==> src/rtl/z80_int_controller.sv <==
// Prioritised IM2 interrupt controller: edge-latched requests, masking, nesting, vector on ack.
// Optional RETI opcode snoop (ED 4D acts as an EOI) is built when Z80_INTC_RETI_EN is defined.
module z80_int_controller #(
  parameter int         NUM_SRC   = 4,
  parameter logic [7:0] PORT_BASE = 8'h30
) (
  input  logic               i_mclk,
  input  logic               i_reset_n,
  input  logic [NUM_SRC-1:0] i_irq,
  input  logic               i_m1_n,
  input  logic               i_iorq_n,
  input  logic               i_memrq_n,
  input  logic               i_rd_n,
  input  logic               i_wr_n,
  input  logic [7:0]         i_addr,
  input  logic [7:0]         i_data,
  output logic [7:0]         o_data,
  output logic               o_data_en,
  output logic               o_int_n
);

  localparam logic [NUM_SRC-1:0] SRC_ONE = NUM_SRC'(1);

  typedef enum logic {IDLE, ACK} ack_state_t;

  ack_state_t         state, state_nxt;
  logic [NUM_SRC-1:0] irq_s1, irq_s2, irq_s3, irq_rise;
  logic [NUM_SRC-1:0] mask, pend, insvc;
  logic [NUM_SRC-1:0] pend_nxt, insvc_nxt, insvc_eoi, win_onehot, ack_clr, w1c;
  logic [3:0]         vec_hi;
  logic [7:0]         vector, rd_data;
  logic [3:0]         wr_reg;
  logic [2:0]         win, code;
  logic               win_valid, blocked;
  logic               addr_hit, io_sel, wr_now, rd_now, wr_q, wr_pulse;
  logic               ack_cyc, ack_take, ack_real, eoi, reti_eoi, int_n_q, int_n_nxt;

  assign irq_rise = irq_s2 & ~irq_s3;

  // Bus decode; writes act only on the first cycle the strobe is seen.
  assign addr_hit = (i_addr[7:2] == PORT_BASE[7:2]);
  assign io_sel   = !i_iorq_n && i_m1_n && addr_hit;
  assign wr_now   = io_sel && !i_wr_n;
  assign rd_now   = io_sel && !i_rd_n;
  assign wr_pulse = wr_now && !wr_q;
  assign wr_reg   = wr_pulse ? (4'b0001 << i_addr[1:0]) : 4'b0000;
  assign ack_cyc  = !i_m1_n && !i_iorq_n;
  assign ack_take = (state == IDLE) && ack_cyc;

  // Lowest-index enabled pending source wins unless an equal or higher
  // priority source is already in service.
  always_comb begin
    // NOTE: every variable gets a default first so no latch can be inferred.
    win       = 3'd7;
    win_valid = 1'b0;
    blocked   = 1'b0;
    for (int i = 0; i < NUM_SRC; i++) begin
      if (!win_valid && !blocked) begin
        if (insvc[i]) begin
          blocked = 1'b1;
        end else if (pend[i] && mask[i]) begin
          win       = 3'(i);
          win_valid = 1'b1;
        end
      end
    end
  end

  assign code       = win_valid ? win : 3'b111;
  assign ack_real   = ack_take && win_valid;
  assign win_onehot = SRC_ONE << win;
  assign ack_clr    = ack_real ? win_onehot : '0;
  assign w1c        = wr_reg[1] ? i_data[NUM_SRC-1:0] : '0;
  assign eoi        = wr_reg[3] || reti_eoi;

  // EOI retires the highest-priority in-service bit before the ack sets a new one.
  assign insvc_eoi = eoi ? (insvc & (insvc - SRC_ONE)) : insvc;
  assign insvc_nxt = insvc_eoi | ack_clr;
  assign pend_nxt  = (pend & ~w1c & ~ack_clr) | irq_rise;
  assign int_n_nxt = !((state == IDLE) && win_valid && !ack_cyc);

  always_ff @(posedge i_mclk or negedge i_reset_n) begin
    if (!i_reset_n) begin
      irq_s1  <= '0;
      irq_s2  <= '0;
      irq_s3  <= '0;
      mask    <= '0;
      pend    <= '0;
      insvc   <= '0;
      vec_hi  <= '0;
      vector  <= '0;
      wr_q    <= 1'b0;
      int_n_q <= 1'b1;
    end else begin
      // NOTE: sequential state uses non-blocking assignments so every flop samples pre-edge values.
      irq_s1  <= i_irq;
      irq_s2  <= irq_s1;
      irq_s3  <= irq_s2;
      wr_q    <= wr_now;
      int_n_q <= int_n_nxt;
      pend    <= pend_nxt;
      insvc   <= insvc_nxt;
      if (wr_reg[0]) mask   <= i_data[NUM_SRC-1:0];
      if (wr_reg[2]) vec_hi <= i_data[7:4];
      if (ack_take)  vector <= {vec_hi, code, 1'b0};
    end
  end

  assign o_int_n = int_n_q;

  always_ff @(posedge i_mclk or negedge i_reset_n) begin
    if (!i_reset_n) state <= IDLE;
    else            state <= state_nxt;
  end

  always_comb begin
    state_nxt = state;
    unique case (state)
      IDLE: if (ack_cyc)  state_nxt = ACK;
      ACK:  if (!ack_cyc) state_nxt = IDLE;
    endcase
  end

  always_comb begin
    rd_data = 8'h00;
    case (i_addr[1:0])
      2'd0: rd_data = 8'(mask);
      2'd1: rd_data = 8'(pend);
      2'd2: rd_data = {vec_hi, 4'h0};
      2'd3: rd_data = 8'(insvc);
    endcase
  end

  always_comb begin
    o_data    = 8'h00;
    o_data_en = 1'b0;
    if (state == ACK && ack_cyc) begin
      o_data    = vector;
      o_data_en = 1'b1;
    end else if (rd_now) begin
      o_data    = rd_data;
      o_data_en = 1'b1;
    end
  end

`ifdef Z80_INTC_RETI_EN
  typedef enum logic {S_IDLE, S_ED} snoop_t;

  snoop_t     snoop_q, snoop_nxt;
  logic       fetch_now, fetch_q;
  logic [7:0] op_q;

  // The opcode is judged on the cycle after the fetch ends, using the last sampled byte.
  assign fetch_now = !i_m1_n && !i_memrq_n && !i_rd_n;

  always_ff @(posedge i_mclk or negedge i_reset_n) begin
    if (!i_reset_n) begin
      snoop_q <= S_IDLE;
      fetch_q <= 1'b0;
      op_q    <= 8'h00;
    end else begin
      snoop_q <= snoop_nxt;
      fetch_q <= fetch_now;
      if (fetch_now) op_q <= i_data;
    end
  end

  always_comb begin
    snoop_nxt = snoop_q;
    reti_eoi  = 1'b0;
    if (fetch_q && !fetch_now) begin
      if (op_q == 8'hED) begin
        snoop_nxt = S_ED;
      end else begin
        reti_eoi  = (snoop_q == S_ED) && (op_q == 8'h4D);
        snoop_nxt = S_IDLE;
      end
    end
  end
`else
  logic unused_memrq;
  assign reti_eoi     = 1'b0;
  assign unused_memrq = &{1'b0, i_memrq_n};
`endif

endmodule

==> config.mk <==
export PLATFORM = sky130hd
export DESIGN_NAME = z80_int_controller
export DESIGN_NICKNAME = d
export VERILOG_FILES = /design/src/rtl/z80_int_controller.sv
export SDC_FILE = /design/constraint.sdc
export NUM_CORES = 1
export LEC_CHECK = 0
export BUFFER_PORTS_ARGS = -buffer_cell sky130_fd_sc_hd__buf_4
export CAP_MARGIN = 20
export CORE_ASPECT_RATIO = 0.5
export CORE_UTILIZATION = 40
export DETAILED_ROUTE_END_ITERATION = 12
export PLACE_DENSITY = 0.61
export SLEW_MARGIN = 30
export SYNTH_ARGS = -nofsm -noshare
export SYNTH_HDL_FRONTEND = slang
export SYNTH_SLANG_ARGS = --single-unit
export TNS_END_PERCENT = 5
==> constraint.sdc <==
create_clock -name i_mclk -period 7.8 [get_ports i_mclk]
set_input_delay 1.95 -clock i_mclk [delete_from_list [all_inputs] [get_ports i_mclk]]
set_output_delay 1.95 -clock i_mclk [all_outputs]
set_load 0.02 [all_outputs]
### Yosys cells after proc, flatten, opt, wreduce, memory -nomap -nowiden

Index checks and enable logic that the tools add are counted.

| word-level totals | value |
|---|---|
| bits of input ports | 27 |
| bits in registers | 38 |
| output and inout port bits | 10 |

| operators by class | value |
|---|---|
| equal/unequal tests | 4 |
| multiplexer cells | 38 |
| bitwise logic cells | 10 |
| $add $sub $neg | 1 |
| reduce and logical (&&, ||, !) cells | 32 |
| shifts and indexed selects | 2 |

Operators by type and width:

| operator | count |
|---|---|
| $mux 3 | 12 |
| $pmux 8 s4 | 1 |
| $mux 1 | 19 |
| $logic_and 1x1->1 | 18 |
| $and 4x4->4 | 4 |
| $mux 4 | 4 |
| $mux 8 | 2 |
| $logic_not 1->1 | 13 |
| $not 4->4 | 3 |
| $or 4x4->4 | 2 |
| $eq 6x4->1 const B | 1 |
| $eq 2x2->1 const B | 2 |
| $shl 1x2->4 const A | 1 |
| $shl 1x3->4 const A | 1 |
| $sub 4x1->4 const B | 1 |
| $eq 2x1->1 const B | 1 |
| $logic_not 2->1 | 1 |
| $not 1->1 | 1 |

### Depth between registers and ports, before layout

| logic depth | value |
|---|---|
| word-level depth | 17 |
| gate-level depth with buffers | 5 |
| depth with buffers taken out | 4 |

### Worst setup path after synthesis

OpenSTA, ideal clock, no wires.

| timing | value |
|---|---|
| kind | in2out |
| start point | input port i_iorq_n |
| end point | output port o_data[1] |
| stages | 3 |
| arrival | 3.411 ns |
| setup slack | 2.439 ns |
| cells stage by stage | or4b_4 or3_4 o21ai_0 |

| between the ends | value |
|---|---|
| longest elaborated chain between the ends | 6 |

RTL lines:

| item | line | text |
|---|---|---|
| from (decl) | 11 | `input logic i_iorq_n,` |
| $logic_not 1->1 * | 42, 47 |  |
| $logic_and 1x1->1 (2 in a row) | 42 | `assign io_sel = !i_iorq_n && i_m1_n && addr_hit;` |
| $logic_and 1x1->1 | 44 | `assign rd_now = io_sel && !i_rd_n;` |
| $mux 8 | 140 | `end else if (rd_now) begin` |
| $mux 8 * | 137 | `if (state == ACK && ack_cyc) begin` |
| to (decl) | 17 | `output logic [7:0] o_data,` |

Every way passes the cells marked *; elsewhere a longest branch is shown, timed or not.

### Worst setup path in the final report

| timing | value |
|---|---|
| start point | input port i_iorq_n |
| end point | output port o_data[7] |

Same word-level chain as after synthesis.

==> run summary <==
The run finished with clean final reports. The maximum net fanout on the critical path came out at 6. 0 antenna diodes ended up in the layout. After synthesis, the cell types taking the most area are sky130_fd_sc_hd__dfrtp_1 55%, sky130_fd_sc_hd__mux2_2 8.0%, sky130_fd_sc_hd__nand2_1 6.0%. The multi-input combinational cells in the finished layout cover a total of 702 um2. The logic depth of the worst register-to-register path came out at 4. The tree is rooted in a sky130_fd_sc_hd__clkbuf_8. The post-synthesis cell type count came out at 36. The path type of the worst setup path is primary input to output pin.

The mean number of vias per cell is 5.29. The path class of the tightest hold or removal check is register to register. The number of clock sinks is 38. The clock latency at the later pin of the worst-skew pair is 0.29 ns. The number of buffers added for setup after CTS is 0. The reported max-cap violation count came out at 0. The remaining antenna violation count after routing is 0.

The maximum clock path buffer count came out at 2. The async set or reset register ratio after synthesis came out at 1.00. The CTS tree is done. 37 I/O pins were placed. In this run the power density over the cells is between 200 and 250 nW/um2.

In the final design database the tool counted between 200 and 250 nets. The number of slew-limit violations in the final report was 0. The final global-route overflow total came out at 0.

The initial antenna violation count came out at 0. The critical path data arrival time is 3.67 ns. The area added between synthesis and finish is 27.0%. The top achievable clock speed came out at 178 MHz.

The number of standard-cell rows in the floorplan is 16. The global router's overall resource usage is 0.176. The share of synthesized area in the top cell type comes to 0.547. The dominant cell type by area after synthesis is sky130_fd_sc_hd__dfrtp_1. The final instance count without filler cells came out at 242. The headroom to the max-slew limit is 0.630. The worst vdd rail ir drop is about 0.00014 V. The post-route DRC violation count came out at 0. Once detailed placement completed, the half-perimeter wirelength came to 2590 um. The total nets after synthesis came out at 176. The XOR/XNOR share of the synthesized area is 0. The number of hold violations in the final report is 0. In this run the static leakage power is 0.982 nW. The wire length after detailed routing is 3590 um. The share of synthesized area occupied by flip-flops and latches is 0.563. Summed over all failing endpoints, the final setup total negative slack is 0 ns. The instance count after placement with tap cells included is approximately 230. The portion of synthesized area spent on multiplexers is 0.0799. The x dimension of the die is 94.0 um. The number of flops mapped to enable cells by yosys is 0. The count of cells resized by post-cts repair came out at 0. The count of H-tree levels built during CTS came out at 2.

The post-detailed-route wirelength per cell is approximately 15 um. The mean post-synth cell area is 11.4 um2. The overall die height is 48.0 um. The first global-routing pass estimated 5640 um of wire. The area occupied by registers is 952 um2. Setup violations remaining at the end of the flow were counted as 0.

Buffers inserted during clock tree synthesis total 5. Setup repair after global routing left no endpoint under its margin. The number of buffers inserted for hold repair after clock tree synthesis is 0. The clock arrives with just over 0.006 ns of skew.

The starting density of the core is 0.425. The number of warnings printed during yosys synthesis is 0. The cell count after synthesis is between 100 and 150. The total of flip-flops plus latches after synthesis came out at 38. The main combinational cell family by area after synthesis is simple AND/OR/NAND/NOR gates. The detailed router finished its first iteration with 51 violations. The via count of the first global-routing pass came to 1,113.

The routability congestion estimate came out at 0.813. The actual transition at the worst max-transition pin is 0.554 ns. Subtracting the final worst setup slack from the clock period gives 5.62 ns. The clock-pin slew of the registers on the worst-case setup and hold paths is about 0.070 ns.

The most instantiated flip-flop cell in the synthesis netlist is sky130_fd_sc_hd__dfrtp_1. Of the total synthesized cell area, the portion taken by AND, OR, NAND and NOR gates is 0.212. The count of filler cells inserted in the layout is 375.

In the final layout, the share of cells above drive strength 1 is 0.340. The area of the mapped netlist came out at 1690 um2. The total number of vias came out at 1,280. The maximum number of pins on one net before global-route repair came out at 39. The required time reported for the critical path endpoint came out at between 5 and 6 ns.

Along the worst hold path, the cell count comes to 0. The count of buffers from port buffering came out at 35. STA classifies the critical path endpoint as an output pin.

Of the total synthesized cell area, the portion taken by full adders, half adders and majority gates is 0. The area of the die is 4510 um2. The length of the first detailed-routing pass in iterations came out at 4. The share of the cycle needed by the critical path after routing is 0.721. The core box area is 3980 um2. The element type at the critical path start is a primary input. The compound-cell area share of the yosys netlist came out at 0.124.
## layout make-up
type                       count  area share
clock inverter                 3      0.0320
timing repair buffer          36       0.126
sequential                    38       0.443
clock buffer                   5      0.0320
inverter                       5     0.00874
multi-input combinational    101       0.327
tap                           54      0.0315
## worst max-delay path: stages
cell	delay (ns)
sky130_fd_sc_hd__buf_4	0.12
sky130_fd_sc_hd__or4b_4	0.58
sky130_fd_sc_hd__or3_4	0.41
sky130_fd_sc_hd__nor3b_4	0.29
sky130_fd_sc_hd__a22o_1	0.19
sky130_fd_sc_hd__buf_4	0.13
## through the flow
step | cell area [um2] | power (mW) | util | hold WS (ns) | setup slack [ns]
finish | 2150 | 0.433 | 0.539 | 0.350 | 2.18
floorplan | 1690 | 0.220 | - | 0.331 | 2.44
global route | 2150 | 0.450 | 0.539 | 0.371 | 2.07
CTS | 2150 | 0.441 | 0.539 | 0.354 | 2.16
detailed placement | 2010 | 0.239 | 0.505 | 0.337 | 2.16
global placement | 2010 | 0.238 | 0.505 | 0.332 | 2.18
## power breakdown
| part | internal [mW] | switching (mW) |
|---|---|---|
| Clock | 0.128 | 0.0708 |
| Combinational | 0.0141 | 0.0153 |
| Sequential | 0.202 | 0.00276 |
| Total | 0.345 | 0.0889 |
## Yosys cell counts (2+ instances only)
cell / number
sky130_fd_sc_hd__a22oi_1: 4
sky130_fd_sc_hd__a31oi_1: 3
sky130_fd_sc_hd__nand4_1: 2
sky130_fd_sc_hd__a32o_1: 3
sky130_fd_sc_hd__dfrtp_1: 37
sky130_fd_sc_hd__a21bo_2: 2
sky130_fd_sc_hd__nand3b_1: 2
sky130_fd_sc_hd__nand3_1: 2
sky130_fd_sc_hd__a22o_1: 4
sky130_fd_sc_hd__o21ai_0: 6
sky130_fd_sc_hd__clkbuf_1: 5
sky130_fd_sc_hd__and2_1: 3
sky130_fd_sc_hd__inv_1: 5
sky130_fd_sc_hd__nor3_1: 3
sky130_fd_sc_hd__nor2_1: 6
sky130_fd_sc_hd__or3_1: 3
sky130_fd_sc_hd__mux2_2: 12
sky130_fd_sc_hd__and3_1: 2
sky130_fd_sc_hd__nand4bb_1: 2
sky130_fd_sc_hd__nand2_1: 27
## final timing paths
path                            from   endpoint  slack, ns
max                         i_iorq_n  o_data[7]       2.18
min                        irq_s1[2]  irq_s2[2]       0.35
max reg2reg                 insvc[1]    pend[2]       5.93
min reg2reg                irq_s1[2]  irq_s2[2]       0.35
max in group asynchronous  i_reset_n    o_int_n       5.81
min in group asynchronous  i_reset_n  irq_s1[3]       1.62
## flip-flops by register name (all words and copies together), names as in the netlist, 4 cells and up
name	count
mask	4
pend	4
irq_s3	4
insvc	4
irq_s1	4
irq_s2	4
vec_hi	4
vector	7
## metal layers
layer  share of wire  track usage  wire, um  vias to the layer above
met5               0            0         0                        -
met4          0.0084       0.0462        30                        0
met3           0.047       0.0524       168                        4
met2            0.45        0.286      1620                       29
met1            0.49        0.237      1770                      631
li1                -            -         -                      616
## placed cells by master (no fill, tap or decap), drive strengths merged, types with 2 or more instances in the layout
| cell | Yosys | layout |
|---|---|---|
| clkbuf | 5 | 5 |
| a22o | 4 | 4 |
| a21bo | 2 | 2 |
| and3 | 2 | 2 |
| bufinv | 0 | 2 |
| inv | 5 | 5 |
| o21ai | 6 | 6 |
| nand3b | 2 | 2 |
| nand2 | 27 | 27 |
| nand3 | 2 | 2 |
| buf | 0 | 36 |
| nor3 | 3 | 3 |
| nor2 | 6 | 6 |
| and2 | 3 | 3 |
| a32o | 3 | 3 |
| mux2 | 12 | 12 |
| or3 | 4 | 4 |
| a31oi | 3 | 3 |
| dfrtp | 37 | 37 |
| nor4 | 2 | 2 |
| nand4bb | 2 | 2 |
| nand4 | 2 | 2 |
| a22oi | 4 | 4 |
## cell families after synthesis
family / count (synthesis)
simple gates: 61
mux: 12
buf+inv: 10
compound gates: 28
flops: 38
Power figures use the tool's default switching activity.
